--- src/rtl/move_entry_if.sv ---
// Move interface between the player front end and the board model.
// The front end drives C/writeEn; the board returns X/O/gameOver.
interface move_entry_if;
  logic [8:0] C;
  logic       writeEn;
  logic [8:0] X;
  logic [8:0] O;
  logic       gameOver;

  modport master (
    output C, writeEn,
    input  X, O, gameOver
  );

  modport slave (
    input  C, writeEn,
    output X, O, gameOver
  );
endinterface

--- src/rtl/move_entry.sv ---
// Tic-tac-toe player input: debounced buttons, 3x3 cursor,
// and a shaped writeEn pulse for the board model.
module move_entry #(
  parameter int DEBOUNCE_CYCLES = 500000,
  parameter int HOLD_CYCLES     = 4,
  parameter int BLINK_CYCLES    = 12500000
) (
  input  logic         clk,
  input  logic         reset,
  input  logic         btn_up,
  input  logic         btn_down,
  input  logic         btn_left,
  input  logic         btn_right,
  input  logic         btn_sel,
  move_entry_if.master mv,
  output logic [3:0]   cursor,
  output logic         blink,
  output logic         rejected
);

  localparam int DW = $clog2(DEBOUNCE_CYCLES + 1);
  localparam int HW = $clog2(HOLD_CYCLES + 1);
  localparam int BW = $clog2(BLINK_CYCLES + 1);
  localparam logic [DW-1:0] DMAX = DW'(DEBOUNCE_CYCLES - 1);
  localparam logic [HW-1:0] HMAX = HW'(HOLD_CYCLES - 1);
  localparam logic [BW-1:0] BMAX = BW'(BLINK_CYCLES - 1);

  localparam int UP = 0, DN = 1, LT = 2, RT = 3, SL = 4;

  typedef enum logic [1:0] {
    IDLE    = 2'd0,
    COMMIT  = 2'd1,
    RELEASE = 2'd2
  } state_e;

  logic [4:0]    btn;
  logic [4:0]    s1_q, s2_q;
  logic [4:0]    stab_q, stab_d;
  logic [4:0]    rise_q;
  logic [DW-1:0] db_q [5];
  logic [DW-1:0] db_d [5];

  state_e        state_q, state_d;
  logic [HW-1:0] hold_q, hold_d;
  logic [3:0]    cur_q, cur_d;
  logic          rej_q, rej_d;
  logic [BW-1:0] bcnt_q, bcnt_d;
  logic          blink_q, blink_d;

  logic [1:0]    row, col;
  logic [3:0]    rbase;
  logic          legal;

  assign btn = {btn_sel, btn_right, btn_left, btn_down, btn_up};

  function automatic logic [3:0] idx(input logic [1:0] r,
                                     input logic [1:0] c);
    return 4'(r) * 4'd3 + 4'(c);
  endfunction

  // Debounce: accept only after DEBOUNCE_CYCLES clocks of disagreement
  always_comb begin
    stab_d = stab_q;
    for (int i = 0; i < 5; i++) begin
      db_d[i] = '0;
      if (s2_q[i] != stab_q[i]) begin
        if (db_q[i] == DMAX) stab_d[i] = s2_q[i];
        else db_d[i] = db_q[i] + 1'b1;
      end
    end
  end

  always_ff @(posedge clk or posedge reset) begin
    if (reset) begin
      s1_q   <= '0;
      s2_q   <= '0;
      stab_q <= '0;
      rise_q <= '0;
      for (int i = 0; i < 5; i++) db_q[i] <= '0;
    end else begin
      s1_q   <= btn;
      s2_q   <= s1_q;
      stab_q <= stab_d;
      rise_q <= stab_d & ~stab_q;
      for (int i = 0; i < 5; i++) db_q[i] <= db_d[i];
    end
  end

  always_comb begin
    row   = (cur_q >= 4'd6) ? 2'd2 :
            (cur_q >= 4'd3) ? 2'd1 : 2'd0;
    rbase = 4'(row) * 4'd3;
    col   = 2'(cur_q - rbase);
  end

  assign legal = !mv.gameOver &&
                 (((mv.X | mv.O) & mv.C) == 9'd0);

  always_comb begin
    state_d = state_q;
    hold_d  = hold_q;
    cur_d   = cur_q;
    rej_d   = 1'b0;
    unique case (state_q)
      IDLE: begin
        // Priority sel > up > down > left > right
        if (rise_q[SL]) begin
          if (legal) begin
            state_d = COMMIT;
            hold_d  = '0;
          end else begin
            rej_d = 1'b1;
          end
        end else if (rise_q[UP]) begin
          cur_d = idx((row == 2'd0) ? 2'd2 : row - 2'd1, col);
        end else if (rise_q[DN]) begin
          cur_d = idx((row == 2'd2) ? 2'd0 : row + 2'd1, col);
        end else if (rise_q[LT]) begin
          cur_d = idx(row, (col == 2'd0) ? 2'd2 : col - 2'd1);
        end else if (rise_q[RT]) begin
          cur_d = idx(row, (col == 2'd2) ? 2'd0 : col + 2'd1);
        end
      end
      COMMIT: begin
        if (hold_q == HMAX) begin
          state_d = RELEASE;
          hold_d  = '0;
        end else begin
          hold_d = hold_q + 1'b1;
        end
      end
      RELEASE: begin
        if (!stab_q[SL]) state_d = IDLE;
      end
      default: state_d = IDLE;
    endcase
  end

  // Restart blink on cursor moves so the new cell shows at once
  always_comb begin
    bcnt_d  = bcnt_q + 1'b1;
    blink_d = blink_q;
    if (cur_d != cur_q) begin
      bcnt_d  = '0;
      blink_d = 1'b0;
    end else if (bcnt_q == BMAX) begin
      bcnt_d  = '0;
      blink_d = ~blink_q;
    end
  end

  always_ff @(posedge clk or posedge reset) begin
    if (reset) begin
      state_q <= IDLE;
      hold_q  <= '0;
      cur_q   <= 4'd4;
      rej_q   <= 1'b0;
      bcnt_q  <= '0;
      blink_q <= 1'b0;
    end else begin
      state_q <= state_d;
      hold_q  <= hold_d;
      cur_q   <= cur_d;
      rej_q   <= rej_d;
      bcnt_q  <= bcnt_d;
      blink_q <= blink_d;
    end
  end

  assign mv.C       = 9'd1 << cur_q;
  assign mv.writeEn = (state_q == COMMIT);
  assign cursor     = cur_q;
  assign blink      = blink_q;
  assign rejected   = rej_q;

endmodule

--- src/flat_wrapper.sv ---
// flat-port wrapper written by rule: the top's interface ports become plain ports
module move_entry_flat 
#(
  parameter int DEBOUNCE_CYCLES = 500000,
  parameter int HOLD_CYCLES     = 4,
  parameter int BLINK_CYCLES    = 12500000
)
  (clk, reset, btn_up, btn_down, btn_left, btn_right, btn_sel, cursor, blink, rejected, mv_C, mv_writeEn, mv_X, mv_O, mv_gameOver);
  move_entry_if mv_i ();
  input  logic clk;
  input  logic reset;
  input  logic btn_up;
  input  logic btn_down;
  input  logic btn_left;
  input  logic btn_right;
  input  logic btn_sel;
  output logic [3:0] cursor;
  output logic blink;
  output logic rejected;
  output wire logic [$bits(mv_i.C)-1:0] mv_C;
  output wire logic [$bits(mv_i.writeEn)-1:0] mv_writeEn;
  input wire logic [$bits(mv_i.X)-1:0] mv_X;
  input wire logic [$bits(mv_i.O)-1:0] mv_O;
  input wire logic [$bits(mv_i.gameOver)-1:0] mv_gameOver;
  assign mv_C = mv_i.C;
  assign mv_writeEn = mv_i.writeEn;
  assign mv_i.X = mv_X;
  assign mv_i.O = mv_O;
  assign mv_i.gameOver = mv_gameOver;
  move_entry #(.DEBOUNCE_CYCLES(DEBOUNCE_CYCLES), .HOLD_CYCLES(HOLD_CYCLES), .BLINK_CYCLES(BLINK_CYCLES)) u_core (.clk(clk), .reset(reset), .btn_up(btn_up), .btn_down(btn_down), .btn_left(btn_left), .btn_right(btn_right), .btn_sel(btn_sel), .mv(mv_i), .cursor(cursor), .blink(blink), .rejected(rejected));
endmodule
--- config.mk ---
export PLATFORM = sky130hd
export DESIGN_NAME = move_entry_flat
export DESIGN_NICKNAME = d
export VERILOG_FILES = /design/src/rtl/move_entry_if.sv /design/src/rtl/move_entry.sv /design/src/flat_wrapper.sv
export SDC_FILE = /design/constraint.sdc
export NUM_CORES = 1
export LEC_CHECK = 0
export CAP_MARGIN = 20
export CELL_PAD_IN_SITES_DETAIL_PLACEMENT = 1
export CELL_PAD_IN_SITES_GLOBAL_PLACEMENT = 1
export CORE_AREA = 2 2 130 132
export DETAILED_ROUTE_END_ITERATION = 10
export DIE_AREA = 0 0 132 134
export GPL_TIMING_DRIVEN = 0
export HOLD_SLACK_MARGIN = 0.05
export PLACE_DENSITY = 0.92
export SLEW_MARGIN = 5
export SYNTH_ARGS = -nofsm -noshare
export SYNTH_HDL_FRONTEND = slang
export SYNTH_SLANG_ARGS = --single-unit
--- constraint.sdc ---
create_clock -name clk -period 13.26 [get_ports clk]
set_clock_uncertainty 0.1 [all_clocks]
set_input_delay 1.989 -clock clk [delete_from_list [all_inputs] [get_ports clk]]
set_output_delay 1.989 -clock clk [all_outputs]
set_load 0.05 [all_outputs]
---- Yosys cells after proc, flatten, opt, wreduce, memory -nomap -nowiden ----
Index checks and enable logic that the tools add are counted.
W data, S select, Z words.
operators by class
  add/subtract/negate cells ............... 16
  multiply operators ...................... 3
  divide/modulo/power cells ............... 0
  magnitude comparators ................... 2
  eq/ne operators ......................... 21
  shift-type cells ........................ 1
  mux-type cells .......................... 48
  bitwise operators ....................... 5
  reduce and logical (&&, ||, !) cells .... 10
operator list
  kind                     count
  $mux W19                 10
  $add A19 B1 Y19 const B  5
  $eq A19 B19 Y1 const B   5
  $mux W24                 2
  $add A24 B1 Y24 const B  1
  $eq A24 B24 Y1 const B   1
  $mux W4                  6
  $mux W2                  9
  $add A4 B2 Y4            4
  $mux W1                  16
  $mul A2 B2 Y4 const B    3
  $and A9 B9 Y9            1
  $logic_not A9 Y1         1
  $mux W3                  3
  $or A9 B9 Y9             1
  $shl A1 B4 Y9 const A    1
  $eq A2 B2 Y1 const B     3
  $logic_not A2 Y1         3
  $ne A2 B1 Y1 const B     3
  $pmux W2 S3              1
  $pmux W3 S2              1
  $and A5 B5 Y5            1
  $ne A1 B1 Y1             5
  $not A5 Y5               1
  other kinds (16)         19
storage, ports and cells
  register bits after elaboration ......... 150
  bits in latches ......................... 0
  bits in writable memories ............... 0
  memory bits (read-only) ................. 0
  word-level logic and storage cells ...... 121
  memories kept ........................... 0

---- Logic depth before layout (Yosys ltp) ----
Gate-level depths: netlist (run 1).
  depth after elaboration ................. 16
  depth in mapped cells ................... 19
  mapped depth without buffers ............ 16

---- Worst setup path before layout (run 1) ----
Ideal clock, no wire load.
  path type ............................... reg2reg
  from .................................... register u_core.cur_q[1] (netlist: u_core.cursor[1])
  to ...................................... register u_core.bcnt_q[10]
  arrival time ............................ 5.581 ns
  setup slack ............................. 7.484 ns
  stages on the path, launching flop included .. 16
  buffers on the path ..................... 2
  period minus slack after synthesis ...... 5.776 ns
  cell sequence ........................... dfrtp_1 -> clkbuf_1 -> nor4b_1 -> o21bai_1 -> xnor2_1 -> inv_1 -> ha_1 -> ha_1 -> fa_1 -> nor2b_1 -> nor3_1 -> and4bb_1 -> nor4b_4 -> nand2_1 -> buf_2 -> nor4_2
between the ends
  cells in the longest elaborated chain, start to end .. 16
ends and longest elaborated chain
  item                                           line               RTL
  start, declared                                move_entry.sv:45   logic [3:0] cur_q, cur_d;
  start signal, assigned                         move_entry.sv:163  cur_q <= cur_d;
  $ge A4 B2 Y1                                   move_entry.sv:91   (cur_q >= 4'd3) ? 2'd1 : 2'd0;
  $mux W1                                        move_entry.sv:91
  $mux W2                                        move_entry.sv:90   row = (cur_q >= 4'd6) ? 2'd2 :
  $mul A2 B2 Y4                                  move_entry.sv:92   rbase = 4'(row) * 4'd3;
  $sub A2 B2 Y2                                  move_entry.sv:93   col = 2'(cur_q - rbase);
  $add A2 B1 Y2 or $eq A2 B2 Y1 (tied branches)  move_entry.sv:121  cur_d = idx(row, (col == 2'd2) ? 2'd0 : col + 2'd1);
  $mux W2                                        move_entry.sv:121
  $add A4 B2 Y4                                  move_entry.sv:58   return 4'(r) * 4'd3 + 4'(c);
  $mux W4                                        move_entry.sv:120  end else if (rise_q[RT]) begin
  $mux W4                                        move_entry.sv:118  end else if (rise_q[LT]) begin
  $mux W4                                        move_entry.sv:116  end else if (rise_q[DN]) begin
  $mux W4                                        move_entry.sv:114  end else if (rise_q[UP]) begin
  $mux W4                                        move_entry.sv:107  if (rise_q[SL]) begin
  $mux W4                                        move_entry.sv:104  unique case (state_q)
  $ne A4 B4 Y1 *                                 move_entry.sv:143  if (cur_d != cur_q) begin
  $mux W24 *                                     move_entry.sv:143
  via u_core.bcnt_d[10]                          move_entry.sv:47   logic [BW-1:0] bcnt_q, bcnt_d;
  end signal, assigned                           move_entry.sv:165  bcnt_q <= bcnt_d;
  end, declared                                  move_entry.sv:47
Mark *: on every way through the listed nets, which the timed path passes. The rest lies on a longest branch.
A chain may end at the register's enable or synchronous reset.

---- Worst setup path in the final report (run 1) ----
  from .................................... register u_core.cur_q[1] (netlist: u_core.cursor[1])
  to ...................................... register u_core.bcnt_q[2]
The elaborated chain is that of the path after synthesis.

==> reports/summary.log, run 1 <==
[logic_synthesis] portion of the post-synthesis area used by sequential elements 46.3%
[routing] first-pass iteration count of the detailed router 7
[logic_synthesis] number of register bits inferred by synthesis 150
[worst_setup_path] CP startpoint kind flip-flop
[worst_hold_path] Min-Delay Path Depth 0
[logic_synthesis] share of synthesized cell area in and, or, nand and nor gates 29.6%
[logic_synthesis] dominant synthesized flop cell sky130_fd_sc_hd__dfrtp_1
[clocking] # H-tree levels 4
[clocking] clock insertion delay at the later pin of the skew report 0.44 ns
[timing] worst slew slack as a fraction of its limit 30.8%
[grt] vias in the first global route 7602
[logic_synthesis] Post-Synthesis Net Count 892
[clocking] maximum buffer depth of the clock tree 2
[place] weighted congestion reported at the end of routability-driven placement 0.788
[floorplan] DIE AREA 17700 µm²
[logic_synthesis] average instance area after synthesis 9.60 µm²
[grt] global-route wire length before repair 39300 µm
[worst_setup_path] worst path buffer plus inverter count 3
[timing] unrepaired setup endpoints after global routing false
[worst_setup_path] Reg2Reg Depth 17
[worst_setup_path] largest driver fanout on the critical path 10
[place] total placed instance area 8820 µm²
[clocking] TritonCTS clock tree yes
[layout] layout cell share with drive strength beyond 1 9.59%
[place] port bufs 41
[timing] Final Hold Viols 0
[floorplan] Boundary Pins 42
[worst_setup_path] cell-by-cell trace of the critical path clkbuf_1, nand2_1, nand2_1, nand2_1, inv_1, ha_1, xnor2_1, inv_1, ha_1, ha_1, fa_1, a21o_1, nor3b_1, o21ai_0, nor4b_4, nand3_2, nor4_1
[logic_synthesis] dominant cell type by area after synthesis sky130_fd_sc_hd__dfrtp_1
[logic_synthesis] combinational family with the most area after synthesis simple AND/OR/NAND/NOR gates
[floorplan] Initial Utilization 49.7%
[floorplan] Die Ht 134 µm
[routing] total via count in the routed design 6836
[clocking] number of post-CTS setup repair buffers 0
[pwr] Leakage Power 0.00400 µW
[routing] antenna-violating nets left 0
[timing] Achievable Freq 186 MHz
[worst_setup_path] arrival time worst endpoint 5.57 ns
[layout] post-route cell area 9420 µm²
[logic_synthesis] most instantiated cells after synthesis sky130_fd_sc_hd__dfrtp_1 (149), sky130_fd_sc_hd__nor2_1 (141), sky130_fd_sc_hd__nand2_1 (73), sky130_fd_sc_hd__xnor2_1 (59), sky130_fd_sc_hd__xor2_1 (52)
[clocking] buffer cell driving the clock tree root sky130_fd_sc_hd__clkbuf_16
[timing] number of pins with negative max-slew slack in the final report 0
[logic_synthesis] async set or reset register ratio after synthesis 100%
[clocking] clock edge transition at the registers on the reported setup and hold paths 0.06 ns
[logic_synthesis] library cells used by synthesis 63
[logic_synthesis] number of instances in the synthesized netlist 844
[logic_synthesis] Netlist Area Pre-Place 8100 µm²
[run_status] outcome finished clean
[logic_synthesis] adder and majority cell fraction of the synthesized area 3.77%
[routing] Post-Route WL 24000 µm
[worst_setup_path] Setup Crit Path Kind reg2reg
[pwr] Power Density 107 nW/µm²
[worst_setup_path] type of destination of the critical path flip-flop
[clocking] number of buffers inserted during clock tree synthesis 17
[logic_synthesis] cells taking the most area after synthesis sky130_fd_sc_hd__dfrtp_1 (46%), sky130_fd_sc_hd__nor2_1 (6.5%), sky130_fd_sc_hd__xnor2_1 (6.4%), sky130_fd_sc_hd__xor2_1 (5.6%), sky130_fd_sc_hd__nor4_2 (3.4%)
[grt] Congestion Overflow GR 0
[logic_synthesis] Synth Area in XOR/XNOR 12.0%
[worst_hold_path] kind of path behind the tightest hold check reg2reg
[clocking] PostCTS Resize Cnt 0
[routing] average wire per standard cell 21.1 µm
[clocking] total clock sinks 150
[layout] area grow syn2layout 16.3%
[timing] Sum Neg Setup Slack 0 ns
[floorplan] area of the core 16300 µm²
[logic_synthesis] mux share of post-synthesis cell area 1.13%
[timing] final worst-path cycle share 40.5%
[grt] number of antenna violations at the first check in global routing 0
[place] final HPWL from detailed placement 14400 µm
[layout] number of inserted filler cells in the final layout 1821
[worst_setup_path] cell count along the critical path 17
[layout] antenna diode count 0
[timing] Final Hold Slack 0.249 ns
[worst_setup_path] cell family with the largest share of critical-path delay simple AND/OR/NAND/NOR gates
[clocking] number of hold buffers added after CTS 0
[floorplan] row cnt 47
[worst_setup_path] data required time of the worst path 13.47 ns
[routing] initial detailed-routing violation count 418
[timing] post-route minimum period 5.36 ns
[routing] Vias/cell 6.01
[timing] Tightest Pin Transition 1.03 ns
[routing] detailed-route DRC error count 0
[job] max capacitance violation total 0
[layout] number of nets in the final layout 953
[logic_synthesis] count of flip-flops with a built-in enable after synthesis 0
[floorplan] die width 132 µm
[logic_synthesis] leading cell type by number of instances after synthesis sky130_fd_sc_hd__dfrtp_1
[worst_setup_path] peak per-stage delay on the critical path 0.55 ns
[logic_synthesis] share of Yosys cell area claimed by the top area cell type 46.0%
[worst_setup_path] slowest library cell on the worst path sky130_fd_sc_hd__dfrtp_1
[grt] all-layer global routing usage 28.2%
[logic_synthesis] complex-gate fraction of the synthesized area 3.91%
[grt] maximum number of pins on one net before global-route repair 108
[pwr] worst vdd rail ir drop 0.0900 mV
[timing] setup violation total in the final timing report 0
[logic_synthesis] Yosys warning count 0
-- layout by cell type, fill, tap and decap left out, types with 4 or more instances in the layout --
master	instances
sky130_fd_sc_hd__nor3_1	22
sky130_fd_sc_hd__fa_1	4
sky130_fd_sc_hd__nand3_1	42
sky130_fd_sc_hd__nor4_2	22
sky130_fd_sc_hd__xor2_1	52
sky130_fd_sc_hd__nand2b_1	10
sky130_fd_sc_hd__mux2_2	6
sky130_fd_sc_hd__inv_1	27
sky130_fd_sc_hd__clkinv_2	4
sky130_fd_sc_hd__dfrtp_1	149
sky130_fd_sc_hd__or3_1	25
sky130_fd_sc_hd__clkbuf_16	17
sky130_fd_sc_hd__nor4_1	14
sky130_fd_sc_hd__nand2_1	73
sky130_fd_sc_hd__clkdlybuf4s50_1	41
sky130_fd_sc_hd__ha_1	18
sky130_fd_sc_hd__o21ai_0	12
sky130_fd_sc_hd__or2_2	8
sky130_fd_sc_hd__nor2b_1	5
sky130_fd_sc_hd__and3_1	20
sky130_fd_sc_hd__clkbuf_1	21
sky130_fd_sc_hd__nand4_1	23
sky130_fd_sc_hd__nor2_1	141
sky130_fd_sc_hd__buf_2	6
sky130_fd_sc_hd__a21oi_1	16
sky130_fd_sc_hd__nor4b_1	10
sky130_fd_sc_hd__xnor2_1	59
sky130_fd_sc_hd__and3b_1	8
-- metrics by stage --
step	worst slack (ns)	power [µW]	util, %	std cells
after floorplan	7.14	494	-	844
after global placement	5.05	507	54.0	1105
after detailed placement	8.27	511	54.2	1106
after CTS	7.99	1010	57.8	1138
after global routing	7.61	1030	57.8	1138
final	7.90	1010	57.8	1138
-- layer usage --
layer | global-route usage, % | part of all wire, % | up-vias
li1 | - | - | 3001
met1 | 33.2 | 40 | 3494
met2 | 50.1 | 52 | 246
met4 | 13.9 | 3.9 | 0
met3 | 4.61 | 3.9 | 95
met5 | 0 | 0 | -
-- cell families after synthesis --
group           count (synthesis)
xor+xnor                      111
mux                             8
simple gates                  443
flops                         150
compound gates                 49
fa+ha+maj                      22
buf+inv                        61
-- layout make-up --
cell class | instances | area, µm² | share of cell area (%)
buffer | 32 | 158 | 1.67
clock buffer | 20 | 447 | 4.74
clock inverter | 12 | 151 | 1.61
inverter | 29 | 116 | 1.24
multi-input combinational | 633 | 4080 | 43.3
sequential | 150 | 3750 | 39.9
tap | 220 | 275 | 2.92
timing repair buffer | 42 | 438 | 4.65
-- power breakdown --
group	internal, µW	switching (µW)	total [µW]
combinational	13.3	21.3	34.6
clock	300	202	503
sequential	463	6.01	469
total	777	229	1010
-- sequential cells by signal, summed over array words and instances (netlist names) --
register,flops
u_core.db_q,95
u_core.bcnt_q,24
u_core.rise_q,5
u_core.s1_q,5
u_core.s2_q,5
u_core.stab_q,5
u_core.cursor,4
u_core.hold_q,3
u_core.state_q,2
u_core.blink,1
u_core.rejected,1
-- final timing paths --
path                                       startpoint                           to  slack, ns
setup / recovery           u_core.cursor[1]$_DFF_PP0_   u_core.bcnt_q[2]$_DFF_PP0_       7.90
hold / removal               u_core.s1_q[4]$_DFF_PP0_     u_core.s2_q[4]$_DFF_PP0_       0.25
setup reg to reg           u_core.cursor[1]$_DFF_PP0_   u_core.bcnt_q[2]$_DFF_PP0_       7.90
hold reg to reg              u_core.s1_q[4]$_DFF_PP0_     u_core.s2_q[4]$_DFF_PP0_       0.25
max in group asynchronous                       reset  u_core.bcnt_q[14]$_DFF_PP0_      10.41
min in group asynchronous                       reset   u_core.rise_q[4]$_DFF_PP0_       1.84
Note: power is estimated with default switching activity, not from simulation.
==> run 2, diff against run 1 <==
--- a/config.mk
+++ b/config.mk
@@ -8,12 +8,12 @@
 export CAP_MARGIN = 20
 export CELL_PAD_IN_SITES_DETAIL_PLACEMENT = 1
 export CELL_PAD_IN_SITES_GLOBAL_PLACEMENT = 1
-export CORE_AREA = 2 2 130 132
+export CORE_AREA = 2 2 141 143
 export DETAILED_ROUTE_END_ITERATION = 10
-export DIE_AREA = 0 0 132 134
+export DIE_AREA = 0 0 143 145
 export GPL_TIMING_DRIVEN = 0
 export HOLD_SLACK_MARGIN = 0.05
-export PLACE_DENSITY = 0.92
+export PLACE_DENSITY = 0.83
 export SLEW_MARGIN = 5
 export SYNTH_ARGS = -nofsm -noshare
 export SYNTH_HDL_FRONTEND = slang
==> constraint.sdc (replaced) <==
create_clock -name clk -period 4.6 [get_ports clk]
set_clock_uncertainty 0.1 [all_clocks]
set_input_delay 0.69 -clock clk [delete_from_list [all_inputs] [get_ports clk]]
set_output_delay 0.69 -clock clk [all_outputs]
set_load 0.05 [all_outputs]
==> reports/summary.log, run 2 (synthesis results as in run 1) <==
[clocking] maximum buffer depth of the clock tree 2
[worst_setup_path] slowest library cell on the worst path sky130_fd_sc_hd__a311oi_1
[routing] first-pass iteration count of the detailed router 4
[layout] final cell count without fillers 1187
[clocking] clock edge transition at the registers on the reported setup and hold paths 0.06 ns
[timing] Final Hold Slack 0.249 ns
[grt] number of antenna violations at the first check in global routing 0
[layout] footprint of the multi-input gates 4140 µm²
[pwr] worst vdd rail ir drop 0.233 mV
[timing] number of pins with negative max-slew slack in the final report 0
[grt] maximum number of pins on one net before global-route repair 40
[timing] post-route minimum period 4.35 ns
[layout] antenna diode count 0
[layout] most frequent standard cell in the layout excluding fill and tap cells sky130_fd_sc_hd__dfrtp_1
[worst_setup_path] CP startpoint kind flip-flop
[routing] average wire per standard cell 16.1 µm
[routing] detailed-routed wire length on met2 9720 µm
[clocking] clock insertion delay at the later pin of the skew report 0.42 ns
[floorplan] die width 143 µm
[timing] setup violation total in the final timing report 0
[clocking] number of buffers inserted during clock tree synthesis 17
[worst_setup_path] arrival time worst endpoint 4.57 ns
[layout] layout cell share with drive strength beyond 1 11.0%
[worst_setup_path] Setup Crit Path Kind reg2reg
[floorplan] Initial Utilization 42.2%
[routing] uppermost layer routed met4
[grt] Congestion Overflow GR 0
[clocking] # H-tree levels 4
[worst_setup_path] largest driver fanout on the critical path 10
[routing] detailed-route DRC error count 0
[worst_setup_path] data required time of the worst path 4.81 ns
[routing] met3 WL 507 µm
[pwr] register share of total power 47.8%
[pwr] Power Density 295 nW/µm²
[grt] global-route wire length before repair 33200 µm
[routing] initial detailed-routing violation count 362
[clocking] total clock sinks 150
[place] final HPWL from detailed placement 13200 µm
[clocking] TritonCTS clock tree yes
[pwr] Leakage Power 0.00401 µW
[layout] highest-count cells in the layout ignoring fill and taps sky130_fd_sc_hd__dfrtp_1 (148), sky130_fd_sc_hd__nor2_1 (140), sky130_fd_sc_hd__nand2_1 (70), sky130_fd_sc_hd__xnor2_1 (58), sky130_fd_sc_hd__xor2_1 (52)
[routing] antenna-violating nets left 0
[grt] vias in the first global route 6799
[routing] Routed met1 length 8600 µm
[run_status] outcome finished clean
[routing] total via count in the routed design 6269
[layout] area grow syn2layout 18.1%
[timing] final worst-path cycle share 94.6%
[timing] Tightest Pin Transition 1.02 ns
[timing] Final Hold Viols 0
[floorplan] Die Ht 145 µm
[pwr] total net switching power 630 µW
[timing] Achievable Freq 230 MHz
[place] port bufs 41
[grt] all-layer global routing usage 19.7%
[place] Placed Cells 1154
[worst_setup_path] type of destination of the critical path flip-flop
[layout] Register Area 3760 µm²
[pwr] switching part of the total 22.3%
[routing] Vias/cell 5.28
[floorplan] row cnt 51
[floorplan] DIE AREA 20700 µm²
[job] max capacitance violation total 0
[routing] Post-Route WL 19100 µm
[pwr] Pint 2190 µW
[layout] registers with the most flip-flops u_core.db_q (95), u_core.bcnt_q (24)
[floorplan] Boundary Pins 42
[pwr] power share of the combinational group 3.6%
[timing] worst slew slack as a fraction of its limit 31.6%
[layout] number of nets in the final layout 957
[layout] number of inserted filler cells in the final layout 2155
[worst_hold_path] kind of path behind the tightest hold check reg2reg
[layout] register name with the most flops u_core.db_q
[place] weighted congestion reported at the end of routability-driven placement 0.765
[clocking] buffer cell driving the clock tree root sky130_fd_sc_hd__clkbuf_16
[timing] unrepaired setup endpoints after global routing true
[worst_setup_path] peak per-stage delay on the critical path 0.45 ns
[layout] max FFs per register 95
[floorplan] area of the core 19200 µm²
[pwr] clock share of power 48.6%
[worst_setup_path] cell-by-cell trace of the critical path buf_2, nor2_4, nand2_2, nand2_1, inv_1, ha_1, xnor2_2, ha_1, and3_1, fa_1, and3b_1, a311oi_1, a311oi_1, o21bai_1, and3_1, clkbuf_1, buf_4, nor4_2
==> run 2: cell types whose count changed in the layout (fill, tap and decap cells not counted), moves of 2 or more <==
| cell | change |
|---|---|
| sky130_fd_sc_hd__nand2_2 | +3 |
| sky130_fd_sc_hd__buf_4 | +2 |
| sky130_fd_sc_hd__clkinv_4 | -2 |
| sky130_fd_sc_hd__nand2_1 | -3 |
| sky130_fd_sc_hd__buf_12 | +4 |
| sky130_fd_sc_hd__clkinvlp_4 | +4 |
| sky130_fd_sc_hd__clkinv_2 | -2 |
==> run 2: per-stage QoR <==
| step | setup slack (ns) | TNS [ns] | utilization (%) | area (µm²) | total power, µW |
|---|---|---|---|---|---|
| after detailed placement | -0.237 | -2.74 | 46.6 | 8940 | 1480 |
| after global routing | -0.0223 | -0.0653 | 49.8 | 9570 | 2920 |
| after global placement | -0.0858 | -0.862 | 46.2 | 8860 | 1460 |
| after CTS | 0.0711 | 0 | 49.7 | 9540 | 2850 |
| after floorplan | 0.167 | 0 | - | 8120 | 1420 |
| final | 0.247 | 0 | 49.8 | 9570 | 2820 |
==> run 2: metal layers <==
layer	up-vias	track usage, %
met4	0	5.54
met2	77	33.4
met5	-	0
met3	20	3.70
li1	3008	-
met1	3164	25.7
==> run 2: power by group through the flow <==
stage          Combinational (µW)  Clock, µW  Sequential (µW)
2_1_floorplan                54.2          0             1370
5_1_grt                       115       1460             1350
3_5_place_dp                  103          0             1370
3_3_place_gp                 91.0          0             1370
6_report                      100       1370             1350
4_1_cts                       104       1400             1350
==> run 2: worst max-delay path: cells and delay by family (launching register included) <==
family	cells	cell delay (ns)
AND/OR/NAND/NOR	7	1.35
adder cells (fa/ha/maj)	3	0.81
buffers and inverters	4	0.72
AO/OA/AOI/OAI	3	0.67
XOR/XNOR	1	0.17
flip-flops	1	0.41
==> run 2: repair_timing <==
action                     CTS  global route
hold endpoints to repair     0             0
setup buffers                0             1
hold buffers                 0             0
resized for setup            5             8
setup endpoints to repair   21            23
==> run 2: final timing paths <==
| path | cells past startpoint | from | to | slack [ns] |
|---|---|---|---|---|
| worst max-delay path | 18 | u_core.cursor[3]$_DFF_PP0_ | u_core.bcnt_q[12]$_DFF_PP0_ | 0.25 |
| worst min-delay path | 0 | u_core.s1_q[4]$_DFF_PP0_ | u_core.s2_q[4]$_DFF_PP0_ | 0.25 |
| worst max register to register | 18 | u_core.cursor[3]$_DFF_PP0_ | u_core.bcnt_q[12]$_DFF_PP0_ | 0.25 |
| worst min register to register | 0 | u_core.s1_q[4]$_DFF_PP0_ | u_core.s2_q[4]$_DFF_PP0_ | 0.25 |
| max in group asynchronous | 4 | reset | u_core.bcnt_q[12]$_DFF_PP0_ | 3.18 |
| min in group asynchronous | 2 | reset | u_core.s1_q[1]$_DFF_PP0_ | 0.50 |
==> run 2: area by class of cell <==
cell class | instances | area share, %
clock inverter | 11 | 1.31
buffer | 32 | 1.69
timing repair buffer | 46 | 5.20
multi-input combinational | 633 | 43.2
clock buffer | 21 | 4.71
tap | 265 | 3.46
sequential | 150 | 39.2
inverter | 29 | 1.18
